<file path="config.mk">
export PLATFORM = sky130hd
export DESIGN_NAME = studio2_portb_arbiter
export DESIGN_NICKNAME = d
export VERILOG_FILES = /design/src/rtl/studio2_portb_arbiter.sv
export SDC_FILE = /design/constraint.sdc
export NUM_CORES = 1
export LEC_CHECK = 0
export CAP_MARGIN = 10
export CORE_UTILIZATION = 31
export DETAILED_ROUTE_END_ITERATION = 7
export GPL_TIMING_DRIVEN = 0
export PLACE_DENSITY = 0.63
export SLEW_MARGIN = 20
export SYNTH_ARGS = -nofsm -noshare
export SYNTH_HDL_FRONTEND = slang
export SYNTH_SLANG_ARGS = --single-unit
</file>
<file path="constraint.sdc">
create_clock -name clk_sys -period 2.5 [get_ports clk_sys]
set_clock_uncertainty 0.1 [all_clocks]
set_input_delay 0.5 -clock clk_sys [delete_from_list [all_inputs] [get_ports clk_sys]]
set_output_delay 0.5 -clock clk_sys [all_outputs]
set_load 0.03 [all_outputs]
</file>
<file path="src/rtl/studio2_portb_arbiter.sv">
// Port B sequencer for the system dual-port RAM: the ioctl loader has priority
// over pixie video fetches, which are answered with a fixed-latency req/ack.
module studio2_portb_arbiter #(
  parameter int          ADDR_W    = 12,
  parameter logic [15:0] CART_BASE = 16'h0400,
  parameter logic [15:0] VRAM_BASE = 16'h0900,
  parameter int          VRAM_SIZE = 256
) (
  input  logic              clk_sys,
  input  logic              reset,
  input  logic              dl_active,
  input  logic [7:0]        dl_index,
  input  logic              dl_wr,
  input  logic [24:0]       dl_addr,
  input  logic [7:0]        dl_data,
  input  logic              vid_req,
  input  logic [15:0]       vid_addr,
  output logic              vid_ack,
  output logic [7:0]        vid_data,
  output logic              ram_ce,
  output logic              ram_we,
  output logic [ADDR_W-1:0] ram_addr,
  output logic [7:0]        ram_din,
  input  logic [7:0]        ram_dout,
  output logic              dl_overrun,
  output logic              dl_range_err
);

  typedef enum logic [2:0] {
    S_IDLE,
    S_WR,
    S_RD,
    S_RDW,
    S_ACK
  } state_t;

  localparam logic [16:0] LP_VRAM_LO = 17'(VRAM_BASE);
  localparam logic [16:0] LP_VRAM_HI = 17'(VRAM_BASE + VRAM_SIZE);

  state_t              r_state;
  logic                r_hv;
  logic [ADDR_W-1:0]   r_ha;
  logic [7:0]          r_hd;
  logic                r_vid_ack;
  logic [7:0]          r_vid_data;
  logic                r_ram_ce;
  logic                r_ram_we;
  logic [ADDR_W-1:0]   r_ram_addr;
  logic [7:0]          r_ram_din;
  logic                r_overrun;
  logic                r_range_err;
  logic                r_dl_active_q;

  logic [25:0]         w_map_addr;
  logic                w_map_oob;
  logic                w_wr_ok;
  logic                w_wr_oob;
  logic                w_dl_rise;
  logic                w_vid_in_win;
  logic                w_busy;
  logic                w_ovr_set;

  // Mapped address is kept wide so large image offsets can never alias into RAM.
  assign w_map_addr   = (dl_index == 8'd0) ? {1'b0, dl_addr}
                                           : ({1'b0, dl_addr} + {10'd0, CART_BASE});
  assign w_map_oob    = |w_map_addr[25:ADDR_W];
  assign w_wr_ok      = dl_wr & ~w_map_oob;
  assign w_wr_oob     = dl_wr & w_map_oob;
  assign w_dl_rise    = dl_active & ~r_dl_active_q;
  assign w_vid_in_win = ({1'b0, vid_addr} >= LP_VRAM_LO) && ({1'b0, vid_addr} < LP_VRAM_HI);
  assign w_busy       = (r_state != S_IDLE);
  assign w_ovr_set    = w_wr_ok & w_busy & r_hv;

  always_ff @(posedge clk_sys or posedge reset) begin
    if (reset) begin
      r_state       <= S_IDLE;
      r_hv          <= 1'b0;
      r_ha          <= '0;
      r_hd          <= 8'h00;
      r_vid_ack     <= 1'b0;
      r_vid_data    <= 8'h00;
      r_ram_ce      <= 1'b0;
      r_ram_we      <= 1'b0;
      r_ram_addr    <= '0;
      r_ram_din     <= 8'h00;
      r_overrun     <= 1'b0;
      r_range_err   <= 1'b0;
      r_dl_active_q <= 1'b0;
    end else begin
      r_dl_active_q <= dl_active;
      r_range_err   <= (r_range_err & ~w_dl_rise) | w_wr_oob;
      r_overrun     <= (r_overrun & ~w_dl_rise) | w_ovr_set;

      if (w_wr_ok && w_busy && !r_hv) begin
        r_hv <= 1'b1;
        r_ha <= w_map_addr[ADDR_W-1:0];
        r_hd <= dl_data;
      end

      case (r_state)
        S_IDLE: begin
          if (r_hv) begin
            // The hold slot frees this cycle, so a strobe arriving now refills it.
            r_state    <= S_WR;
            r_ram_ce   <= 1'b1;
            r_ram_we   <= 1'b1;
            r_ram_addr <= r_ha;
            r_ram_din  <= r_hd;
            r_hv       <= w_wr_ok;
            if (w_wr_ok) begin
              r_ha <= w_map_addr[ADDR_W-1:0];
              r_hd <= dl_data;
            end
          end else if (w_wr_ok) begin
            r_state    <= S_WR;
            r_ram_ce   <= 1'b1;
            r_ram_we   <= 1'b1;
            r_ram_addr <= w_map_addr[ADDR_W-1:0];
            r_ram_din  <= dl_data;
          end else if (vid_req && (dl_active || !w_vid_in_win)) begin
            r_state    <= S_ACK;
            r_vid_ack  <= 1'b1;
            r_vid_data <= 8'h00;
          end else if (vid_req) begin
            r_state    <= S_RD;
            r_ram_ce   <= 1'b1;
            r_ram_we   <= 1'b0;
            r_ram_addr <= vid_addr[ADDR_W-1:0];
          end
        end
        S_WR: begin
          r_ram_ce <= 1'b0;
          r_ram_we <= 1'b0;
          r_state  <= S_IDLE;
        end
        S_RD: begin
          r_ram_ce <= 1'b0;
          r_state  <= S_RDW;
        end
        S_RDW: begin
          r_vid_data <= ram_dout;
          r_vid_ack  <= 1'b1;
          r_state    <= S_ACK;
        end
        S_ACK: begin
          r_vid_ack <= 1'b0;
          r_state   <= S_IDLE;
        end
        default: begin
          r_ram_ce  <= 1'b0;
          r_ram_we  <= 1'b0;
          r_vid_ack <= 1'b0;
          r_state   <= S_IDLE;
        end
      endcase
    end
  end

  assign vid_ack      = r_vid_ack;
  assign vid_data     = r_vid_data;
  assign ram_ce       = r_ram_ce;
  assign ram_we       = r_ram_we;
  assign ram_addr     = r_ram_addr;
  assign ram_din      = r_ram_din;
  assign dl_overrun   = r_overrun;
  assign dl_range_err = r_range_err;

endmodule

</file>
==> results of run 1 <==
-- registers in the layout (all words and copies together) (netlist names) --
signal / cells
vid_data: 8
vid_ack: 1
ram_addr: 12
r_hv: 1
r_ha: 12
ram_din: 8
dl_range_err: 1
ram_ce: 1
r_dl_active_q: 1
ram_we: 1
r_hd: 8
r_state: 3
dl_overrun: 1
-- cells by family (layout without fill, tap and decap cells) --
group	Yosys count	in the layout	share of synthesized area
AO/OA/AOI/OAI	73	73	0.164
XOR/XNOR	3	3	0.00878
adder cells (fa/ha/maj)	2	2	0.00752
buffers and inverters	24	169	0.0343
flip-flops	58	58	0.485
multiplexers	45	45	0.163
AND/OR/NAND/NOR	73	73	0.137
-- layout make-up --
class	instances	area (um2)
inverters	10	40.0
multi-input cells	196	1750
clock inverters	4	50.0
well taps	129	161
fillers	853	4240
repair buffers	129	1290
plain buffers	14	143
flip-flops and latches	58	1450
clock buffers	12	155
-- critical path, delay by kind of cell --
family	cells	cell delay (ns)
buf+inv	4	0.57
compound gates	2	0.49
fa+ha+maj	1	0.12
mux	1	0.29
simple gates	4	0.80
-- per-layer routing --
metal / GRT usage / vias to the layer above
met5: 0 / -
met4: 0.0569 / 0
met3: 0.0369 / 14
met2: 0.270 / 77
met1: 0.242 / 1332
li1: - / 1314
-- worst max path at each step --
stage | to | depth (start not counted) | from
2_1_floorplan | ram_addr[11] | 9 | dl_index[2]
3_3_place_gp | ram_addr[3] | 11 | dl_addr[10]
3_5_place_dp | ram_ce | 11 | dl_addr[10]
4_1_cts | ram_addr[5] | 12 | dl_index[1]
5_1_grt | ram_ce | 12 | dl_addr[10]
6_report | r_hd[5] | 12 | dl_addr[10]
-- what timing repair did --
item,in CTS,in global routing
pin swaps,27,20
setup buffers,12,12
endpoints found under the setup margin,56,56
gates resized for setup,116,21
gates cloned,1,1
-- stage by stage --
stage | utilization | hold WS, ns
finish | 0.544 | 0.330
global route | 0.544 | 0.355
CTS | 0.521 | 0.328
detailed placement | 0.461 | 0.362
global placement | 0.459 | 0.366
floorplan | - | 0.358
-- synth_stat cells (3+ instances only) --
cell type | n | area share
nor4_4 | 3 | 0.021
nand3_1 | 6 | 0.010
o21ai_1 | 12 | 0.020
buf_2 | 4 | 0.0067
nand4_1 | 5 | 0.010
a21oi_1 | 10 | 0.017
nor2_1 | 11 | 0.014
dfrtp_1 | 58 | 0.48
a22o_1 | 8 | 0.023
nand2_1 | 27 | 0.034
inv_1 | 10 | 0.013
clkbuf_1 | 8 | 0.010
mux2_1 | 22 | 0.083
nor3_1 | 6 | 0.010
o22ai_1 | 15 | 0.031
xnor2_1 | 3 | 0.0088
mux2i_1 | 14 | 0.047
mux2_2 | 9 | 0.034
o21ai_0 | 9 | 0.015
-- report_power, final --
part / internal [uW] / switching (uW) / total, uW
logic: 696 / 865 / 1560
clock network: 513 / 394 / 908
registers: 1130 / 91.1 / 1220
total: 2340 / 1350 / 3690
==> results.yml, run 1 <==
outcome:
  status: "complete, but fails checks"
  violations: "negative setup slack"
detailed_routing:
  totalWireLength_mm: 8.64
  drt-initial-drc-count: 135
  vias: 2737
  via_per_inst: 4.96
  antenna_left: 0
  wl_met2_mm: 4.03
  wl_met1_mm: 4.14
  met3_length_um: 353
  first_pass_iters: 4
  maxUsedRoutingLayer: "met4"
  wl_per_cell_um: 15.6
  drc: 0
timing:
  post-route-period-util: 1.07
  setup_tns_ns: -5.41
  clock.fmax_mhz: 374
  rsz0062_at_grt: "yes"
  min_period_ns: 2.67
  drv_slew: 0
  max_slew.worst_pin.slew_ns: 0.768
  finalWorstSetupSlack_ns: -0.172
  finalSetupViolations: 47
  slew_headroom: 0.488
  finalHoldViolCount: 0
place:
  dpl-instance-area_um2: 4280
  dp_hpwl_mm: 5.75
  port_buffers: 102
  place_inst: 510
  gp_congestion: 0.806
  place_ws_ns: -1.51
clock_tree:
  cts_num_sinks: 58
  cts_tree: "done"
  hold_buffers: 0
  root_buffer: "clkbuf_8"
  clk_pin_slew_worst_paths_ns: 0.08
  h-tree-depth: 3
  worstSkewPairLatency_ns: 0.34
  clockBufferDepth: 2
  numCtsBuffers: 9
layout:
  antenna_cells: 0
  layoutNonFillerInstCount: 552
  synthToLayoutAreaGrowth_pct: 68.6
  layout_common_cells: "83 x clkdlybuf4s50_1, 58 x dfrtp_1, 26 x nand2_1"
  drive_above_1_share: 0.305
  final_nets: 489
  stdcell_area_um2: 5050
  layout_commonest_cell: "clkdlybuf4s50_1"
setup_path:
  cp.required_ns: 2.63
  critical_path_class: "in -> reg"
  critPathArrivalTime_ns: 2.80
  max_stage_delay_ns: 0.39
  crit_path_top_delay_cell: "a211oi_4"
  r2r-end: "ram_addr[5]"
  rrSetupSlack_ns: 0.10
  crit_chain: "buf_8, ha_4, nand4_1, a211oi_4, and4bb_2, o22ai_4, nor4_4, buf_6, buf_4, nand2_8, clkbuf_16, mux2_4"
  end_kind: "flip-flop"
  path_max_fanout: 6
  worstRegToRegCells: 8
  crit_path_start_kind: "primary input"
  r2r-start: "r_state[1]"
flow_run:
  maxCapViolations: 0
synthesis:
  syn_nets: 349
  async_reset_ff_frac: 1.00
  seq_area_frac_synth: 0.485
  syn-cell-area_um2: 2990
  synth_cells: 278
  yosys_warnings: 0
  synth_area_per_cell_um2: 10.8
  synth-edff-count: 0
  synth_ff_type: "dfrtp_1"
  yosys_register_bits: 58
  yosysUniqueCellTypes: 52
power_and_ir_drop:
  total_power_uw: 3690
  irDropWorstVdd_mv: 0.331
  total_leakage_power_uw: 0.00228
  powerDensity_nw_per_um2: 730
global_route:
  grt_overflow: 0
  antenna_found_initial: 0
  grt_pass1_wl_mm: 13.5
  grt_pass1_vias: 2676
  grt_usage: 0.174
  grt_max_degree: 42
die:
  dieArea_um2: 10100
  core_um2: 9280
  start_util: 0.322
  die_h_um: 100
  die_x_um: 100
  num_rows: 35
  io-pin-count: 103
min_path:
  hp-class: "in -> async"
Note: power is estimated with default switching activity, not from simulation.
==> run 2: changes to the inputs <==
CORE_MARGIN = 2   (was default)
CTS_CLUSTER_DIAMETER = 50   (was default)
==> run 2 against run 1 <==
Net effect: the run still ends with negative setup slack left; sequential share of layout area shrank 0.86 points; core utilization increased by 1.7 points; power up 3.0%; highest routed layer unchanged.
==> results.yml, run 2 (synthesis results as in run 1) <==
outcome:
  status: "complete, but fails checks"
  violations: "negative setup slack"
min_path:
  hp-class: "in -> async"
timing:
  slew_headroom: 0.444
  finalSetupViolations: 51
  finalWorstSetupSlack_ns: -0.185
  rsz0062_at_grt: "yes"
  finalHoldViolCount: 0
  drv_slew: 0
  min_period_ns: 2.68
  clock.fmax_mhz: 372
  post-route-period-util: 1.07
  max_slew.worst_pin.slew_ns: 0.833
layout:
  synthToLayoutAreaGrowth_pct: 73.9
  layoutNonFillerInstCount: 564
  stdcell_area_um2: 5200
  layout_commonest_cell: "clkdlybuf4s50_1"
  antenna_cells: 0
  fillers: 814
  drive_above_1_share: 0.333
  final_nets: 501
  fin_util: 0.561
  multi_input_area_um2: 1800
  layout_common_cells: "81 x clkdlybuf4s50_1, 58 x dfrtp_1, 29 x buf_4"
  register_area_um2: 1450
setup_path:
  critical_path_class: "in -> reg"
  r2r-start: "r_state[1]"
  path_max_fanout: 5
  rrSetupSlack_ns: 0.11
  cp.required_ns: 2.61
  critPathArrivalTime_ns: 2.80
  end_kind: "flip-flop"
  crit_path_start_kind: "primary input"
  setup.worst_path.start: "dl_addr[10]"
place:
  gp_congestion: 0.853
  place_inst: 510
  dpl-instance-area_um2: 4290
  place_ws_ns: -1.53
  dp_hpwl_mm: 5.83
  port_buffers: 102
global_route:
  antenna_found_initial: 0
  grt_pass1_vias: 2858
  grt_max_degree: 51
  grt_overflow: 0
  grt_usage: 0.175
  grt_pass1_wl_mm: 14.2
detailed_routing:
  antenna_left: 0
  wl_per_cell_um: 16.2
  drt-initial-drc-count: 106
  via_per_inst: 5.00
  totalWireLength_mm: 9.16
  vias: 2819
  drc: 0
  first_pass_iters: 4
clock_tree:
  h-tree-depth: 3
  clk_pin_slew_worst_paths_ns: 0.07
  hold_buffers: 0
  clockBufferDepth: 2
  root_buffer: "clkbuf_8"
  worstSkewPairLatency_ns: 0.34
  cts_tree: "done"
  numCtsBuffers: 9
  cts_num_sinks: 58
die:
  start_util: 0.322
  io-pin-count: 103
  die_h_um: 102
  core_um2: 9280
  num_rows: 35
  die_x_um: 102
  dieArea_um2: 10500
power_and_ir_drop:
  powerDensity_nw_per_um2: 729
  total_leakage_power_uw: 0.00238
  irDropWorstVdd_mv: 0.301
flow_run:
  maxCapViolations: 0
==> run 2: worst paths after layout <==
kind,to,cells past startpoint
max in group asynchronous,vid_data[4],3
worst min-delay path,r_hd[4],2
worst min register to register,ram_addr[5],2
worst max register to register,ram_addr[9],7
worst max-delay path,r_hv,14
min in group clk_sys,ram_addr[5],2
==> run 2: stage by stage <==
stage	setup TNS, ns	power, uW	hold WS (ns)
floorplan	-11.61	2050	0.358
global placement	-114.09	2630	0.366
detailed placement	-77.75	2660	0.377
CTS	-4.47	3780	0.310
global route	-12.08	4020	0.321
finish	-6.07	3800	0.315
==> run 2: layout make-up <==
class                      count  area share
multi-input combinational    196       0.347
sequential                    58       0.279
timing repair buffer         143       0.271
tap                          129      0.0310
clock buffer                  12      0.0298
buffer                        12      0.0207
clock inverter                 4      0.0142
inverter                      10     0.00769
==> run 2: critical path, stage by stage <==
cell      delay (ns)
buf_8           0.08
ha_4            0.13
nand4_1         0.18
a211oi_4        0.36
buf_4           0.18
a311oi_4        0.09
o22ai_4         0.21
nor4_4          0.07
buf_6           0.14
buf_8           0.13
buf_12          0.12
buf_6           0.12
buf_4           0.13
maj3_1          0.34
==> run 2: where the power goes <==
part | internal [uW] | switching (uW)
Sequential | 1130 | 93.1
Clock | 616 | 383
Combinational | 697 | 881
==> run 2: repair_timing <==
action                     4_1_cts  5_1_grt
resized for setup              116       43
gates cloned                     2        0
setup endpoints to repair       56       56
pin swaps                       29       18
setup buffers                   19       20
==> run 2: layer usage <==
metal / GRT usage / routed length (um)
met2: 0.278 / 4290
met4: 0.0574 / 211
met1: 0.238 / 4160
met3: 0.0390 / 502
met5: 0 / 0
